<file path="src/rtl/param_sdp_ram.sv">
// Parametrised simple-dual-port RAM: byte-enabled writes, registered write-first
// reads, address-range checking and a zeroing sweep after reset or on request.
module param_sdp_ram #(
  parameter int unsigned DATA_W = 16,
  parameter int unsigned ADDR_W = 4,
  parameter int unsigned DEPTH  = 16,
  parameter int unsigned BE_W   = DATA_W / 8
) (
  input  logic              clk,
  input  logic              rst_n,
  input  logic              clr,
  output logic              busy,
  input  logic              wr_en,
  input  logic [ADDR_W-1:0] wr_addr,
  input  logic [BE_W-1:0]   wr_be,
  input  logic [DATA_W-1:0] wr_data,
  input  logic              rd_en,
  input  logic [ADDR_W-1:0] rd_addr,
  output logic [DATA_W-1:0] rd_data,
  output logic              rd_valid,
  output logic              addr_err
);

  localparam int unsigned AW1 = ADDR_W + 1;
  localparam logic [ADDR_W-1:0] LAST = ADDR_W'(DEPTH - 1);

  typedef enum logic {ST_CLEAR, ST_READY} state_t;

  state_t              state;
  logic [ADDR_W-1:0]   cnt;
  logic [DATA_W-1:0]   mem [DEPTH];

  logic                wr_ok_c;
  logic                rd_ok_c;
  logic                wr_acc_c;
  logic                rd_acc_c;
  logic [DATA_W-1:0]   rd_word_c;

  // Range checks and port acceptance; both ports are frozen during a sweep.
  always_comb begin
    wr_ok_c  = {1'b0, wr_addr} < AW1'(DEPTH);
    rd_ok_c  = {1'b0, rd_addr} < AW1'(DEPTH);
    wr_acc_c = !busy && wr_en && wr_ok_c;
    rd_acc_c = !busy && rd_en;
  end

  // Write-first bypass: enabled bytes of a same-address write replace stored bytes.
  always_comb begin
    rd_word_c = mem[rd_addr];
    for (int i = 0; i < BE_W; i++) begin
      if (wr_acc_c && (wr_addr == rd_addr) && wr_be[i]) begin
        rd_word_c[8*i +: 8] = wr_data[8*i +: 8];
      end
    end
  end

  // Clear-sweep FSM; a clr request in either state restarts at word 0.
  always_ff @(posedge clk or negedge rst_n) begin
    if (!rst_n) begin
      state <= ST_CLEAR;
      cnt   <= '0;
      busy  <= 1'b1;
    end else begin
      case (state)
        ST_CLEAR: begin
          if (clr) begin
            cnt <= '0;
          end else if (cnt == LAST) begin
            state <= ST_READY;
            busy  <= 1'b0;
            cnt   <= '0;
          end else begin
            cnt <= cnt + ADDR_W'(1);
          end
        end
        ST_READY: begin
          if (clr) begin
            state <= ST_CLEAR;
            busy  <= 1'b1;
            cnt   <= '0;
          end
        end
        default: begin
          state <= ST_CLEAR;
          busy  <= 1'b1;
          cnt   <= '0;
        end
      endcase
    end
  end

  // Storage array; not reset, zeroed by the sweep instead.
  always_ff @(posedge clk) begin
    if (state == ST_CLEAR) begin
      mem[cnt] <= '0;
    end else if (wr_acc_c) begin
      for (int i = 0; i < BE_W; i++) begin
        if (wr_be[i]) begin
          mem[wr_addr][8*i +: 8] <= wr_data[8*i +: 8];
        end
      end
    end
  end

  // Registered read port and range-error flag.
  always_ff @(posedge clk or negedge rst_n) begin
    if (!rst_n) begin
      rd_data  <= '0;
      rd_valid <= 1'b0;
      addr_err <= 1'b0;
    end else begin
      rd_valid <= rd_acc_c;
      addr_err <= !busy && ((wr_en && !wr_ok_c) || (rd_en && !rd_ok_c));
      if (rd_acc_c) begin
        rd_data <= rd_ok_c ? rd_word_c : '0;
      end
    end
  end

endmodule

</file>
<file path="config.mk">
export PLATFORM = sky130hd
export DESIGN_NAME = param_sdp_ram
export DESIGN_NICKNAME = d
export VERILOG_FILES = /design/src/rtl/param_sdp_ram.sv
export SDC_FILE = /design/constraint.sdc
export NUM_CORES = 1
export LEC_CHECK = 0
export ABC_AREA = 1
export CAP_MARGIN = 20
export CORE_ASPECT_RATIO = 0.6
export CORE_MARGIN = 5
export CORE_UTILIZATION = 55
export CTS_CLUSTER_SIZE = 14
export DETAILED_ROUTE_END_ITERATION = 16
export HOLD_SLACK_MARGIN = 0.02
export PLACE_DENSITY = 0.82
export SYNTH_ARGS = -nofsm -noshare
export SYNTH_HDL_FRONTEND = slang
export SYNTH_SLANG_ARGS = --single-unit
export TNS_END_PERCENT = 100
</file>
<file path="constraint.sdc">
create_clock -name clk -period 1.8 [get_ports clk]
set_input_delay 0.36 -clock clk [delete_from_list [all_inputs] [get_ports clk]]
set_output_delay 0.36 -clock clk [all_outputs]
set_load 0.05 [all_outputs]
</file>
==> reports/results.ini <==
[setup_path]
cp_cell_sequence = nor2_4 > nand2_4 > nor2_8 > nand2_2 > o21ai_4 > buf_6 > nor2_4 > nand2_2 > buf_6 > nor2_4 > buf_12
crit_top_cell = nor2_4
cp-end-kind = flip-flop
path_max_fanout = 8
path_class = flip-flop to flip-flop
critPathArrivalTime_ns = 2.44
critPathMaxStageDelay_ns = 0.64
startpoint_type = flip-flop
crit_slowest_cell = dfstp_4
reg2regPathDepth = 11
required_ns = 2.04

[timing]
setup_viol_count_final = 492
fin_crit_ns = 2.20
setup_ws_ns = -0.404
timing.fmax_mhz = 454
slew_viol_final = 0
period_share_pct = 122
fin_skew_ns = 0.0125
hold_viol = 0
rsz0062_at_grt = yes

[yosys]
ys_seq_elements = 279
ys_warn_count = 0
synth_top_area_share_pct = 62.0
ys_seq_area_share_pct = 66.6
synth_area_leaders = edfxtp_1 62%, nand2_1 12%, nand3_1 7.3%
synth_nets = 1290
syn-instance-count = 1258
netlist_area_sq_um = 12400
synth_area_per_cell_sq_um = 9.86
yosys.area.top_type = edfxtp_1
ys_types = 25

[floorplanning]
io_pins = 50
die_h_um = 126
core_sq_um = 22100
die_w_um = 204
num_rows = 42
die-area_sq_um = 25800
start_util_pct = 56.1

[finish]
register_area_sq_um = 8270
fin_util_pct = 69.7
drive_gt1_share_pct = 17.1
final_common_cell = nand2_1
final_nets = 1390
final_cell_mix = 387 x nand2_1, 256 x edfxtp_1, 182 x nand3_1
diodes = 0
fillCellCount = 1446
multiInputGateArea_sq_um = 3790
area_growth_pct = 24.4

[detailed_routing]
drc_errors = 0
postRouteAntennaNets = 0
viasPerCell = 5.77
drtIter0Drc = 1715
first_pass_iters = 7
drt-total-wl_um = 36200
wire_per_inst_um = 21.6
vias = 9691

[placed_design]
pre_cts_ws_ns = -0.774
place_congestion = 0.943
port_buffers = 48
detailed_place_hpwl_um = 23000

[clocking]
clkTransAtPathRegs_ns = 0.07
cts_tree = done
clock_sinks = 279
worstSkewPairLatency_ns = 0.52
cts_buffers = 25
cts-root-buf = clkbuf_16
clockBufferDepth = 3
cts.htree.levels = 1
hold_buffers = 0

[global_routing]
overflow = 0
antenna_found_initial = 1
track_usage_pct = 28.0
grt_pass1_wl_um = 54700
first_global_vias = 9265
grt_start_max_net_pins = 51

[min_path]
holdCritPathClass = primary input to async pin

[pwr]
p_total_mw = 14.1
ir_drop_mv = 0.619
p_per_area_nw_per_um2 = 913
power_leakage_nw = 6.61

[flow_run]
cap_viol_max_count = 0

[status]
outcome = complete, but fails checks
violations = setup timing

flip-flops by register name, indices dropped and copies added, names as in the netlist:
| signal | flops |
|---|---|
| busy | 1 |
| cnt | 4 |
| mem | 256 |
| rd_data | 16 |
| rd_valid | 1 |
| state | 1 |
per-layer routing:
layer  track usage [%]  wire length (um)
met5              1.69                69
met4              7.61               980
met3              12.4              6390
met2              36.7             14500
met1              42.2             14300
critical path: cells and delay by family, from the launching register on:
family / cells / cell delay (ns)
AND/OR/NAND/NOR: 7 / 0.79
buffers and inverters: 3 / 0.42
AO/OA/AOI/OAI: 1 / 0.07
flip-flops: 1 / 0.64
Yosys cell counts (all sizes together):
master	instances
a21oi	4
ha	1
nand3	182
o21ai	23
edfxtp	256
nand4	2
nor2	128
dfrtp	22
nand2	408
clkbuf	14
xor2	1
conb	1
buf	48
inv	167
dfstp	1
power by group:
group	leakage, nW	switching, mW	total [mW]	internal (mW)
clock	0.362	2.31	5.07	2.76
combinational	3.29	1.17	1.73	0.562
sequential	2.96	0.0896	7.29	7.20
total	6.61	3.57	14.1	10.5
final cells by class:
type / instances / area share, %
clock inverters: 8 / 0.389
repair buffers: 134 / 10.5
inverters: 167 / 4.12
clock buffers: 33 / 4.38
multi-input cells: 751 / 24.6
well taps: 308 / 2.50
flip-flops and latches: 279 / 53.6
per-stage QoR:
step	setup TNS [ns]	area, sq um	instances	hold slack, ns
after global placement	-246.68	14000	1619	0.466
after floorplan	-62.94	12700	1258	0.0644
final	-87.86	15400	1680	0.193
after detailed placement	-271.43	14000	1619	0.466
after CTS	-69.37	15300	1677	0.191
after global routing	-113.43	15400	1680	0.220
logic make-up (layout without fill, tap and decap cells):
family | Yosys count | after routing | synth area share, %
other | 1 | 1 | 0.0302
AO/OA/AOI/OAI | 27 | 27 | 1.21
XOR/XNOR | 1 | 1 | 0.0706
buffers and inverters | 229 | 342 | 7.66
flip-flops | 279 | 279 | 66.6
AND/OR/NAND/NOR | 720 | 721 | 24.3
adder cells (fa/ha/maj) | 1 | 1 | 0.101
final timing paths:
kind	start	to	slack, ns
setup / recovery	busy	mem[15][12]	-0.40
hold / removal	rst_n	state	0.19
setup reg to reg	busy	mem[15][12]	-0.40
hold reg to reg	rd_data[11]	rd_data[11]	0.48
max in group asynchronous	rst_n	busy	1.33
min in group clk	rd_data[11]	rd_data[11]	0.48
repair_timing:
item,in CTS,in global routing
endpoints found under the setup margin,512,529
gates cloned,1,0
buffers inserted,16,3
resized for setup,82,16
pin swaps,35,33
(Power assumes the default switching activity.)
